### config.mk
export PLATFORM = sky130hd
export DESIGN_NAME = fwd_hazard_unit_param_flat
export DESIGN_NICKNAME = d
export VERILOG_FILES = /design/src/rtl/fwd_hazard_unit_param_if.sv /design/src/rtl/fwd_hazard_unit_param.sv /design/src/flat_wrapper.sv
export SDC_FILE = /design/constraint.sdc
export NUM_CORES = 1
export LEC_CHECK = 0
export BUFFER_PORTS_ARGS = -buffer_cell sky130_fd_sc_hd__buf_2
export CORE_MARGIN = 8
export CORE_UTILIZATION = 40
export CTS_CLUSTER_DIAMETER = 200
export CTS_CLUSTER_SIZE = 25
export DETAILED_ROUTE_END_ITERATION = 16
export GPL_TIMING_DRIVEN = 0
export PLACE_DENSITY = 0.67
export REMOVE_ABC_BUFFERS = 1
export SLEW_MARGIN = 20
export SYNTH_ARGS = -nofsm -noshare
export SYNTH_HDL_FRONTEND = slang
export SYNTH_SLANG_ARGS = --single-unit
### constraint.sdc
create_clock -name iCLK -period 2.44 [get_ports iCLK]
set_input_delay 0.488 -clock iCLK [delete_from_list [all_inputs] [get_ports iCLK]]
set_output_delay 0.488 -clock iCLK [all_outputs]
set_load 0.02 [all_outputs]
### src/rtl/fwd_hazard_unit_param_if.sv
`default_nettype none
// ============================================================================
// Interface : fwd_hazard_unit_param_if
// Brief     : Pipeline-side bundle for the forwarding/hazard controller.
//             The pipeline drives operand/destination info as master; the
//             controller returns stall, flush, mux selects and status.
// Revision  : 1.0 - initial release
// ============================================================================
interface fwd_hazard_unit_param_if #(
  parameter int REG_W = 5,
  parameter int NSRC  = 2,
  parameter int CNT_W = 32
);
  logic [NSRC*REG_W-1:0] iID_Rs;
  logic [NSRC-1:0]       iID_RsUsed;
  logic                  iID_UsesInID;
  logic                  iID_Redirect;
  logic [NSRC*REG_W-1:0] iEX_Rs;
  logic [NSRC-1:0]       iEX_RsUsed;
  logic [REG_W-1:0]      iEX_Rd;
  logic [REG_W-1:0]      iMEM_Rd;
  logic [REG_W-1:0]      iWB_Rd;
  logic [1:0]            iEX_WrSrc;
  logic [1:0]            iMEM_WrSrc;
  logic [1:0]            iWB_WrSrc;
  logic                  iEX_MultiCycle;
  logic                  iEX_ExtStart;
  logic                  iEX_ExtReady;
  logic                  iClrCnt;
  logic [4:0]            oStall;
  logic [3:0]            oFlush;
  logic [NSRC*3-1:0]     oFwdID;
  logic [NSRC*3-1:0]     oFwdEX;
  logic                  oExtTimeout;
  logic [CNT_W-1:0]      oStallCycles;

  modport master (
    output iID_Rs, iID_RsUsed, iID_UsesInID, iID_Redirect,
    output iEX_Rs, iEX_RsUsed, iEX_Rd, iMEM_Rd, iWB_Rd,
    output iEX_WrSrc, iMEM_WrSrc, iWB_WrSrc,
    output iEX_MultiCycle, iEX_ExtStart, iEX_ExtReady, iClrCnt,
    input  oStall, oFlush, oFwdID, oFwdEX, oExtTimeout, oStallCycles
  );

  modport slave (
    input  iID_Rs, iID_RsUsed, iID_UsesInID, iID_Redirect,
    input  iEX_Rs, iEX_RsUsed, iEX_Rd, iMEM_Rd, iWB_Rd,
    input  iEX_WrSrc, iMEM_WrSrc, iWB_WrSrc,
    input  iEX_MultiCycle, iEX_ExtStart, iEX_ExtReady, iClrCnt,
    output oStall, oFlush, oFwdID, oFwdEX, oExtTimeout, oStallCycles
  );
endinterface
`default_nettype wire

### src/rtl/fwd_hazard_unit_param.sv
`default_nettype none
// ============================================================================
// Module   : fwd_hazard_unit_param
// Brief    : Forwarding and hazard control for a 5-stage RISC-V pipeline.
//            ID- and EX-stage operand forwarding for NSRC sources, load-use
//            stall, redirect flush, multi-cycle DIV stall FSM, external-unit
//            wait FSM with watchdog, and a saturating stall-cycle counter.
// Revision : 1.0 - initial release
// ============================================================================
module fwd_hazard_unit_param #(
  parameter int REG_W       = 5,
  parameter int NSRC        = 2,
  parameter int MC_LAT      = 6,
  parameter int EXT_TIMEOUT = 64,
  parameter int CNT_W       = 32
) (
  input wire logic               iCLK,
  input wire logic               iRSTn,
  fwd_hazard_unit_param_if.slave hz
);

  localparam logic [1:0] c_WR_NONE = 2'd0;
  localparam logic [1:0] c_WR_ALU  = 2'd1;
  localparam logic [1:0] c_WR_PC4  = 2'd2;
  localparam logic [1:0] c_WR_LOAD = 2'd3;

  localparam logic [2:0] c_FWD_RF  = 3'b000;
  localparam logic [2:0] c_FWD_WB  = 3'b011;
  localparam logic [1:0] c_STG_EX  = 2'b01;
  localparam logic [1:0] c_STG_MEM = 2'b10;

  localparam int c_MC_W  = (MC_LAT > 1) ? $clog2(MC_LAT + 1) : 1;
  localparam int c_EXT_W = (EXT_TIMEOUT > 2) ? $clog2(EXT_TIMEOUT) : 1;
  localparam logic [c_MC_W-1:0]  c_MC_LAST  = c_MC_W'(MC_LAT);
  localparam logic [c_EXT_W-1:0] c_EXT_LAST = c_EXT_W'(EXT_TIMEOUT - 1);

  typedef enum logic [0:0] {MC_IDLE = 1'b0, MC_BUSY = 1'b1} mcState_t;
  typedef enum logic [0:0] {EXT_IDLE = 1'b0, EXT_WAIT = 1'b1} extState_t;

  mcState_t            r_mcState, w_mcNext;
  logic [c_MC_W-1:0]   r_mcCnt, w_mcCntNext;
  logic                w_mcStall;
  extState_t           r_extState, w_extNext;
  logic [c_EXT_W-1:0]  r_extCnt, w_extCntNext;
  logic                w_extStall;
  logic                w_extTimeout;
  logic [NSRC*3-1:0]   w_fwdId, w_fwdEx;
  logic                w_luHit;
  logic [4:0]          w_stall;
  logic [3:0]          w_flush;
  logic [CNT_W-1:0]    r_stallCycles;

  // A producer matches a consumer operand only if it really writes a nonzero register.
  function automatic logic match(input logic [REG_W-1:0] rd, input logic [1:0] wrSrc,
                                 input logic [REG_W-1:0] rs, input logic used);
    return used && (rd != '0) && (wrSrc != c_WR_NONE) && (rd == rs);
  endfunction

  // EX/MEM results are only available for ALU and PC+4; a load there is not ready yet.
  function automatic logic [2:0] nearCode(input logic [1:0] wrSrc, input logic [1:0] stage);
    logic [2:0] code;
    code = c_FWD_RF;
    if (wrSrc == c_WR_ALU)      code = {1'b0, stage};
    else if (wrSrc == c_WR_PC4) code = {1'b1, stage};
    return code;
  endfunction

  // Per-operand forwarding selects and load-use detection, nearest producer first.
  always_comb begin
    w_fwdId = '0;
    w_fwdEx = '0;
    w_luHit = 1'b0;
    for (int k = 0; k < NSRC; k++) begin
      if (match(hz.iEX_Rd, hz.iEX_WrSrc, hz.iID_Rs[k*REG_W +: REG_W], hz.iID_RsUsed[k]))
        w_fwdId[k*3 +: 3] = nearCode(hz.iEX_WrSrc, c_STG_EX);
      else if (match(hz.iMEM_Rd, hz.iMEM_WrSrc, hz.iID_Rs[k*REG_W +: REG_W], hz.iID_RsUsed[k]))
        w_fwdId[k*3 +: 3] = nearCode(hz.iMEM_WrSrc, c_STG_MEM);
      else if (match(hz.iWB_Rd, hz.iWB_WrSrc, hz.iID_Rs[k*REG_W +: REG_W], hz.iID_RsUsed[k]))
        w_fwdId[k*3 +: 3] = c_FWD_WB;

      if (match(hz.iMEM_Rd, hz.iMEM_WrSrc, hz.iEX_Rs[k*REG_W +: REG_W], hz.iEX_RsUsed[k]))
        w_fwdEx[k*3 +: 3] = nearCode(hz.iMEM_WrSrc, c_STG_MEM);
      else if (match(hz.iWB_Rd, hz.iWB_WrSrc, hz.iEX_Rs[k*REG_W +: REG_W], hz.iEX_RsUsed[k]))
        w_fwdEx[k*3 +: 3] = c_FWD_WB;

      if ((hz.iEX_WrSrc == c_WR_LOAD) &&
          match(hz.iEX_Rd, hz.iEX_WrSrc, hz.iID_Rs[k*REG_W +: REG_W], hz.iID_RsUsed[k]))
        w_luHit = 1'b1;
      if (hz.iID_UsesInID && (hz.iMEM_WrSrc == c_WR_LOAD) &&
          match(hz.iMEM_Rd, hz.iMEM_WrSrc, hz.iID_Rs[k*REG_W +: REG_W], hz.iID_RsUsed[k]))
        w_luHit = 1'b1;
    end
  end

  // Multi-cycle and external-wait state registers.
  always_ff @(posedge iCLK or negedge iRSTn) begin
    if (!iRSTn) begin
      r_mcState  <= MC_IDLE;
      r_mcCnt    <= '0;
      r_extState <= EXT_IDLE;
      r_extCnt   <= '0;
    end else begin
      r_mcState  <= w_mcNext;
      r_mcCnt    <= w_mcCntNext;
      r_extState <= w_extNext;
      r_extCnt   <= w_extCntNext;
    end
  end

  // DIV/REM hold: the entry cycle plus MC_LAT-1 busy cycles stall, then one free cycle.
  always_comb begin
    w_mcNext    = r_mcState;
    w_mcCntNext = r_mcCnt;
    w_mcStall   = 1'b0;
    case (r_mcState)
      MC_IDLE: begin
        if (iRSTn && hz.iEX_MultiCycle && (MC_LAT > 0)) begin
          w_mcStall   = 1'b1;
          w_mcNext    = MC_BUSY;
          w_mcCntNext = c_MC_W'(1);
        end
      end
      MC_BUSY: begin
        if (r_mcCnt < c_MC_LAST) begin
          w_mcStall   = 1'b1;
          w_mcCntNext = r_mcCnt + 1'b1;
        end else begin
          w_mcNext    = MC_IDLE;
          w_mcCntNext = '0;
        end
      end
      default: w_mcNext = MC_IDLE;
    endcase
  end

  // External unit wait with watchdog: the final counted cycle is released with a pulse.
  always_comb begin
    w_extNext    = r_extState;
    w_extCntNext = r_extCnt;
    w_extStall   = 1'b0;
    w_extTimeout = 1'b0;
    case (r_extState)
      EXT_IDLE: begin
        if (iRSTn && hz.iEX_ExtStart && !hz.iEX_ExtReady) begin
          if (EXT_TIMEOUT <= 1) begin
            w_extTimeout = 1'b1;
          end else begin
            w_extStall   = 1'b1;
            w_extNext    = EXT_WAIT;
            w_extCntNext = c_EXT_W'(1);
          end
        end
      end
      EXT_WAIT: begin
        if (!hz.iEX_ExtStart || hz.iEX_ExtReady) begin
          w_extNext    = EXT_IDLE;
          w_extCntNext = '0;
        end else if (r_extCnt == c_EXT_LAST) begin
          w_extTimeout = 1'b1;
          w_extNext    = EXT_IDLE;
          w_extCntNext = '0;
        end else begin
          w_extStall   = 1'b1;
          w_extCntNext = r_extCnt + 1'b1;
        end
      end
      default: w_extNext = EXT_IDLE;
    endcase
  end

  // Stall/flush priority: long-latency freeze, then load-use bubble, then redirect.
  always_comb begin
    w_stall = 5'b00000;
    w_flush = 4'b0000;
    if (w_mcStall || w_extStall) begin
      w_stall = 5'b11111;
    end else if (w_luHit) begin
      w_stall = 5'b00001;
      w_flush = 4'b0010;
    end else if (hz.iID_Redirect) begin
      w_flush = 4'b0001;
    end
  end

  // Saturating count of IF-hold cycles; clear takes precedence over increment.
  always_ff @(posedge iCLK or negedge iRSTn) begin
    if (!iRSTn)
      r_stallCycles <= '0;
    else if (hz.iClrCnt)
      r_stallCycles <= '0;
    else if (w_stall[0] && (r_stallCycles != {CNT_W{1'b1}}))
      r_stallCycles <= r_stallCycles + 1'b1;
  end

  assign hz.oStall       = w_stall;
  assign hz.oFlush       = w_flush;
  assign hz.oFwdID       = w_fwdId;
  assign hz.oFwdEX       = w_fwdEx;
  assign hz.oExtTimeout  = w_extTimeout;
  assign hz.oStallCycles = r_stallCycles;

endmodule
`default_nettype wire

### src/flat_wrapper.sv
// flat-port wrapper written by rule: the top's interface ports become plain ports
module fwd_hazard_unit_param_flat 
#(
  parameter int REG_W       = 5,
  parameter int NSRC        = 2,
  parameter int MC_LAT      = 6,
  parameter int EXT_TIMEOUT = 64,
  parameter int CNT_W       = 32
)
  (iCLK, iRSTn, hz_iID_Rs, hz_iID_RsUsed, hz_iID_UsesInID, hz_iID_Redirect, hz_iEX_Rs, hz_iEX_RsUsed, hz_iEX_Rd, hz_iMEM_Rd, hz_iWB_Rd, hz_iEX_WrSrc, hz_iMEM_WrSrc, hz_iWB_WrSrc, hz_iEX_MultiCycle, hz_iEX_ExtStart, hz_iEX_ExtReady, hz_iClrCnt, hz_oStall, hz_oFlush, hz_oFwdID, hz_oFwdEX, hz_oExtTimeout, hz_oStallCycles);
  fwd_hazard_unit_param_if #(.REG_W(REG_W), .NSRC(NSRC), .CNT_W(CNT_W)) hz_i ();
  input wire logic iCLK;
  input wire logic iRSTn;
  input wire logic [$bits(hz_i.iID_Rs)-1:0] hz_iID_Rs;
  input wire logic [$bits(hz_i.iID_RsUsed)-1:0] hz_iID_RsUsed;
  input wire logic [$bits(hz_i.iID_UsesInID)-1:0] hz_iID_UsesInID;
  input wire logic [$bits(hz_i.iID_Redirect)-1:0] hz_iID_Redirect;
  input wire logic [$bits(hz_i.iEX_Rs)-1:0] hz_iEX_Rs;
  input wire logic [$bits(hz_i.iEX_RsUsed)-1:0] hz_iEX_RsUsed;
  input wire logic [$bits(hz_i.iEX_Rd)-1:0] hz_iEX_Rd;
  input wire logic [$bits(hz_i.iMEM_Rd)-1:0] hz_iMEM_Rd;
  input wire logic [$bits(hz_i.iWB_Rd)-1:0] hz_iWB_Rd;
  input wire logic [$bits(hz_i.iEX_WrSrc)-1:0] hz_iEX_WrSrc;
  input wire logic [$bits(hz_i.iMEM_WrSrc)-1:0] hz_iMEM_WrSrc;
  input wire logic [$bits(hz_i.iWB_WrSrc)-1:0] hz_iWB_WrSrc;
  input wire logic [$bits(hz_i.iEX_MultiCycle)-1:0] hz_iEX_MultiCycle;
  input wire logic [$bits(hz_i.iEX_ExtStart)-1:0] hz_iEX_ExtStart;
  input wire logic [$bits(hz_i.iEX_ExtReady)-1:0] hz_iEX_ExtReady;
  input wire logic [$bits(hz_i.iClrCnt)-1:0] hz_iClrCnt;
  output wire logic [$bits(hz_i.oStall)-1:0] hz_oStall;
  output wire logic [$bits(hz_i.oFlush)-1:0] hz_oFlush;
  output wire logic [$bits(hz_i.oFwdID)-1:0] hz_oFwdID;
  output wire logic [$bits(hz_i.oFwdEX)-1:0] hz_oFwdEX;
  output wire logic [$bits(hz_i.oExtTimeout)-1:0] hz_oExtTimeout;
  output wire logic [$bits(hz_i.oStallCycles)-1:0] hz_oStallCycles;
  assign hz_i.iID_Rs = hz_iID_Rs;
  assign hz_i.iID_RsUsed = hz_iID_RsUsed;
  assign hz_i.iID_UsesInID = hz_iID_UsesInID;
  assign hz_i.iID_Redirect = hz_iID_Redirect;
  assign hz_i.iEX_Rs = hz_iEX_Rs;
  assign hz_i.iEX_RsUsed = hz_iEX_RsUsed;
  assign hz_i.iEX_Rd = hz_iEX_Rd;
  assign hz_i.iMEM_Rd = hz_iMEM_Rd;
  assign hz_i.iWB_Rd = hz_iWB_Rd;
  assign hz_i.iEX_WrSrc = hz_iEX_WrSrc;
  assign hz_i.iMEM_WrSrc = hz_iMEM_WrSrc;
  assign hz_i.iWB_WrSrc = hz_iWB_WrSrc;
  assign hz_i.iEX_MultiCycle = hz_iEX_MultiCycle;
  assign hz_i.iEX_ExtStart = hz_iEX_ExtStart;
  assign hz_i.iEX_ExtReady = hz_iEX_ExtReady;
  assign hz_i.iClrCnt = hz_iClrCnt;
  assign hz_oStall = hz_i.oStall;
  assign hz_oFlush = hz_i.oFlush;
  assign hz_oFwdID = hz_i.oFwdID;
  assign hz_oFwdEX = hz_i.oFwdEX;
  assign hz_oExtTimeout = hz_i.oExtTimeout;
  assign hz_oStallCycles = hz_i.oStallCycles;
  fwd_hazard_unit_param #(.REG_W(REG_W), .NSRC(NSRC), .MC_LAT(MC_LAT), .EXT_TIMEOUT(EXT_TIMEOUT), .CNT_W(CNT_W)) u_core (.iCLK(iCLK), .iRSTn(iRSTn), .hz(hz_i));
endmodule
; Word level (Yosys, flattened, before mapping)
; Cells that the tools add are included.
[word_totals]
reg_bits = 43
in_bits = 53
wordCells = 123
[op_classes]
add_sub_neg = 3
n_lt_le_gt_ge = 1
n_eq_ne = 20
muxes = 42
bitwise_logic = 2
reduce_logical = 50
[ops]
columns = op, n
row1 = $mux W32, 2
row2 = $eq A5 B5 Y1, 10
row3 = $logic_and A1 B1 Y1, 39
row4 = $mux W3, 12
row5 = $add A32 B1 Y32 const B, 1
row6 = $ne A32 B32 Y1 const B, 1
row7 = $mux W6, 3
row8 = $reduce_bool A5 Y1, 3
row9 = $mux W1, 14
row10 = $pmux W6 S2, 1
row11 = $eq A2 B2 Y1 const B, 4
row12 = $mux W2, 4
row13 = $mux W4, 2
row14 = $reduce_bool A2 Y1, 4
row15 = $add A6 B1 Y6 const B, 1
row16 = $eq A6 B6 Y1 const B, 1
row17 = $pmux W3 S2, 1
row18 = $mux W5, 1
row19 = $eq A2 B1 Y1 const B, 2
row20 = $ne A2 B1 Y1 const B, 2
row21 = $pmux W1 S2, 2
row22 = $add A3 B1 Y3 const B, 1
row23 = $lt A3 B3 Y1 const B, 1
row24 = $logic_not A1 Y1, 2
row25 = other kinds (2), 4

; Logic depth before layout (Yosys ltp)
[logic_depth]
ltp_word = 14
mapped_depth = 10
mapped_depth_nobuf = 9

; Least setup slack after synthesis
; No wires, ideal clock.
[synth_timing]
path_kind = input to output
from = in hz_iMEM_Rd[4]
to = out hz_oFlush[0]
t_arrival_ns = 2.084
path_slack_ns = -0.132
cell_stages = 9
path_cell_list = buf_2 -> xor2_1 -> nor4_1 -> and3_1 -> o2111ai_1 -> and3_1 -> buf_2 -> clkbuf_1 -> and2_1
[synth_between]
elab_chain_len = 10
elab_cells_between_ends = 16
cone_classes = 2 x eq/ne / 5 x mux / 9 x reduce/logical
[synth_rtl]
columns = element, line
row1 = from (decl), flat_wrapper.sv:21  ; input wire logic [$bits(hz_i.iMEM_Rd)-1:0] hz_iMEM_Rd;
row2 = $reduce_bool A5 Y1, fwd_hazard_unit_param.sv:56  ; return used && (rd != '0) && (wrSrc != c_WR_NONE) && (rd == rs);
row3 = $logic_and A1 B1 Y1 (3 in a row), fwd_hazard_unit_param.sv:56
row4 = $logic_and A1 B1 Y1, fwd_hazard_unit_param.sv:89  ; if (hz.iID_UsesInID && (hz.iMEM_WrSrc == c_WR_LOAD) &&
row5 = $mux W1, fwd_hazard_unit_param.sv:89
row6 = $mux W1, fwd_hazard_unit_param.sv:86  ; if ((hz.iEX_WrSrc == c_WR_LOAD) &&
row7 = $mux W1 *, fwd_hazard_unit_param.sv:89
row8 = $mux W4 *, fwd_hazard_unit_param.sv:177  ; end else if (w_luHit) begin
row9 = $mux W4 *, fwd_hazard_unit_param.sv:175  ; if (w_mcStall || w_extStall) begin
row10 = to (decl), flat_wrapper.sv:31  ; output wire logic [$bits(hz_i.oFlush)-1:0] hz_oFlush;
; Mark *: on every way between the ends. The rest lies on a longest branch, timed or not.

; Worst setup path in the final report
[layout_timing]
from = reg u_core.r_extCnt[1]
to = out hz_oFlush[0]
[layout_between]
elab_chain_len = 6
[layout_rtl]
columns = element, line
row1 = from (decl), fwd_hazard_unit_param.sv:44  ; logic [c_EXT_W-1:0] r_extCnt, w_extCntNext;
row2 = from (signal assigned), fwd_hazard_unit_param.sv:106  ; r_extCnt <= w_extCntNext;
row3 = $eq A6 B6 Y1, fwd_hazard_unit_param.sv:158  ; end else if (r_extCnt == c_EXT_LAST) begin
row4 = $mux W1 (2 in a row), n/a
row5 = $pmux W1 S2, n/a
row6 = via u_core.w_extNext, fwd_hazard_unit_param.sv:43  ; extState_t r_extState, w_extNext;
row7 = $logic_or A1 B1 Y1, fwd_hazard_unit_param.sv:175
row8 = $mux W4, fwd_hazard_unit_param.sv:175
; The timed path passes the listed nets, and every way through them passes these cells.

==> flow_summary_export.csv <==
group,metric,value,unit
sta,rsz0062_at_grt,"true",
drt,finalWirelength,11.3,mm
placed_design,place.gp.congestion,0.858,
drt,top_layer_used,"met4",
setup_path,reg2reg_depth,9,
floorplan,rows,34,
drt,antenna_left,0,
sta,finalHoldViolCount,0,
grt,grt_pass1_wl,16.9,mm
finish,mostFrequentLayoutCells,"83 x buf_2, 40 x dfrtp_1, 38 x xor2_1",
sta,setup_viol,4,
setup_path,r2r-end,"u_core.hz.oStallCycles[29]",
synth,synth_top_family_by_area,"simple AND/OR/NAND/NOR gates",
sta,finalSetupTns,-0.141,ns
synth,yosys.cell_types.count,46,
setup_path,startpoint_type,"flip-flop",
synth,synth_xor_area_share,12.9,%
sta,slew_headroom,50.1,%
synth,ys_seq_area_share,31.1,%
sta,min_period,2.49,ns
finish,utilization,56.9,%
setup_path,cp-end-kind,"primary output",
finish,diodes,0,
setup_path,critPathKind,"reg -> out",
setup_path,r2r_slack,0.05,ns
clocking,clk_pin_slew,0.09,ns
floorplan,die_area,11900,sq um
floorplan,ios,107,
drt,drt-initial-drc-count,187,
sta,worstMarginPinSlew,0.749,ns
clocking,cts_tree,"done",
outcome,violations,"setup timing",
run,maxCapViolations,0,
sta,finalCritPeriodShare,102,%
synth,yosys-mux-area-fraction,3.91,%
synth,netlist_area,3460,sq um
sta,drv_slew,0,
clocking,clockBufferDepth,2,
synth,synth-adder-area-share,3.26,%
finish,nets,589,
grt,grt_max_degree,49,
placed_design,dp.final_hpwl,6.97,mm
grt,grt_usage,17.7,%
sta,final.setup_skew,0.0129,ns
drt,route.met3.wl,720,um
sta,fmax,401,MHz
setup_path,r2r_start,"u_core.r_extCnt[1]",
finish,syn_to_final_growth,40.7,%
worst_hold_path,hp-class,"in -> async",
sta,setup_ws,-0.0527,ns
finish,drive_gt1_share,41.5,%
clocking,cts_sinks,43,
synth,yosysWarnings,0,
synth,synth_compound_area_share,13.6,%
synth,ys_ff_latch,43,
synth,synth_top_cells_by_area,"dfrtp_1 31%, xor2_1 10%, nor4_1 4.9%",
power_and_ir_drop,p_leak,2.22,nW
synth,synthArstFlopShare,100,%
drt,met2_wirelength,5.70,mm
synth,syn_avg_cell_area,8.45,sq um
finish,layout_commonest_cell,"buf_2",
clocking,cts_root_buf,"clkbuf_8",
drt,wl_met1,4.63,mm
grt,grt-ovfl-total,0,
synth,synthSimpleGateAreaFrac,29.5,%
outcome,status,"finished, violations left",
setup_path,path_max_fanout,4,
synth,synth.largest_area_cell,"dfrtp_1",
floorplan,dieWidth,109,um
floorplan,die_y,109,um
power_and_ir_drop,power_density,486,nW/um^2
synth,synthFlopType,"dfrtp_1",
synth,netlist.area_leader.share,31.1,%
drt,drc,0,
grt,grt_pass1_vias,3449,
power_and_ir_drop,ir_drop,438,uV
drt,viasPerCell,5.71,
setup_path,cp.arrival,2.00,ns
clocking,htreeDepth,2,
clocking,cts_made_buffers,5,
placed_design,port_buffers,104,
clocking,clk_latency,0.30,ns
drt,avgRoutedWirePerCell,17.7,um
synth,synth_edf_count,0,
synth,synthCells,409,
drt,dr_total_vias,3634,
floorplan,initial_core_util,40.4,%
setup_path,required,1.95,ns
grt,antenna_found_initial,0,
drt,drt-pass1-iter-count,4,
floorplan,coreArea,8550,sq um
## cells in the mapped netlist, types with 10 or more instances
| cell | instances |
|---|---|
| nor4_1 | 27 |
| nand2_1 | 24 |
| xor2_1 | 41 |
| xnor2_1 | 10 |
| mux2_2 | 11 |
| clkbuf_1 | 12 |
| a21oi_1 | 22 |
| buf_2 | 11 |
| nand3_1 | 22 |
| o21ai_0 | 23 |
| nor3_1 | 12 |
| nor2_1 | 23 |
| dfrtp_1 | 43 |
| or3_1 | 12 |
| nor2b_1 | 11 |
## power by group
part           internal [mW]  total (mW)  leakage [nW]  switching, mW
Clock                  0.259       0.512        0.0515          0.253
Sequential             0.764       0.830         0.584         0.0659
Combinational          0.433        1.02          1.58          0.586
Total                   1.46        2.36          2.22          0.905
## final cells by class
class / instances / area [sq um]
repair buffers: 138 / 931
flip-flops and latches: 43 / 1080
inverters: 10 / 47.5
well taps: 108 / 135
multi-input cells: 329 / 2570
fillers: 744 / 3690
clock buffers: 8 / 100
## cells by family after synthesis
logic type | after synthesis
buf+inv | 41
mux | 12
fa+ha+maj | 9
flops | 43
compound gates | 73
xor+xnor | 51
other cells | 1
simple gates | 179
## worst max-delay path by stage
stage	from	endpoint	slack (ns)	depth (start not counted)
2_1_floorplan	hz_iID_Rs[9]	u_core.hz.oStallCycles[19]	-0.54	8
3_3_place_gp	iRSTn	hz_oStall[0]	-1.74	7
3_5_place_dp	iRSTn	hz_oStall[0]	-1.12	7
4_1_cts	hz_iMEM_Rd[0]	hz_oFwdID[0]	-0.05	8
5_1_grt	u_core.r_extCnt[1]	hz_oFlush[0]	-0.13	8
6_report	u_core.r_extCnt[1]	hz_oFlush[0]	-0.05	8
## critical path: stages (launching register included)
cell and delay, ns:
dfrtp_1 0.42, ha_4 0.19, nand2_4 0.08, nor2_4 0.05
a2111oi_4 0.40, nor2_2 0.08, and3_4 0.23, and2_4 0.14
buf_6 0.12
## registers in the layout (all words and copies together) (netlist names)
signal / cells
u_core.hz.oStallCycles: 32
u_core.r_extState: 1
u_core.r_extCnt: 6
u_core.r_mcState: 1
u_core.r_mcCnt: 3
## per-layer routing
metal	up-vias	GRT usage (%)
li1	1710	-
met5	-	0
met2	133	29.7
met3	22	3.66
met1	1769	22.5
met4	0	5.28
## stage by stage
step           std cells  instance area, sq um  total power, mW  setup WS, ns  hold WS, ns
3_5_place_dp         591                  3960             1.49         -1.12        0.478
6_report             636                  4860             2.36       -0.0527       0.0654
2_1_floorplan        379                  3310             1.22        -0.536        0.192
3_3_place_gp         591                  3960             1.47         -1.74        0.468
4_1_cts              618                  4490             2.18       -0.0480       0.0856
5_1_grt              636                  4860             2.49        -0.126       0.0902
## timing repair
action	in CTS	in global routing
resized for setup	63	64
cloned	3	0
pin swaps	20	17
setup endpoints to repair	45	40
buffers inserted	16	18
hold buffers	0	0
Power figures use the tool's default switching activity.
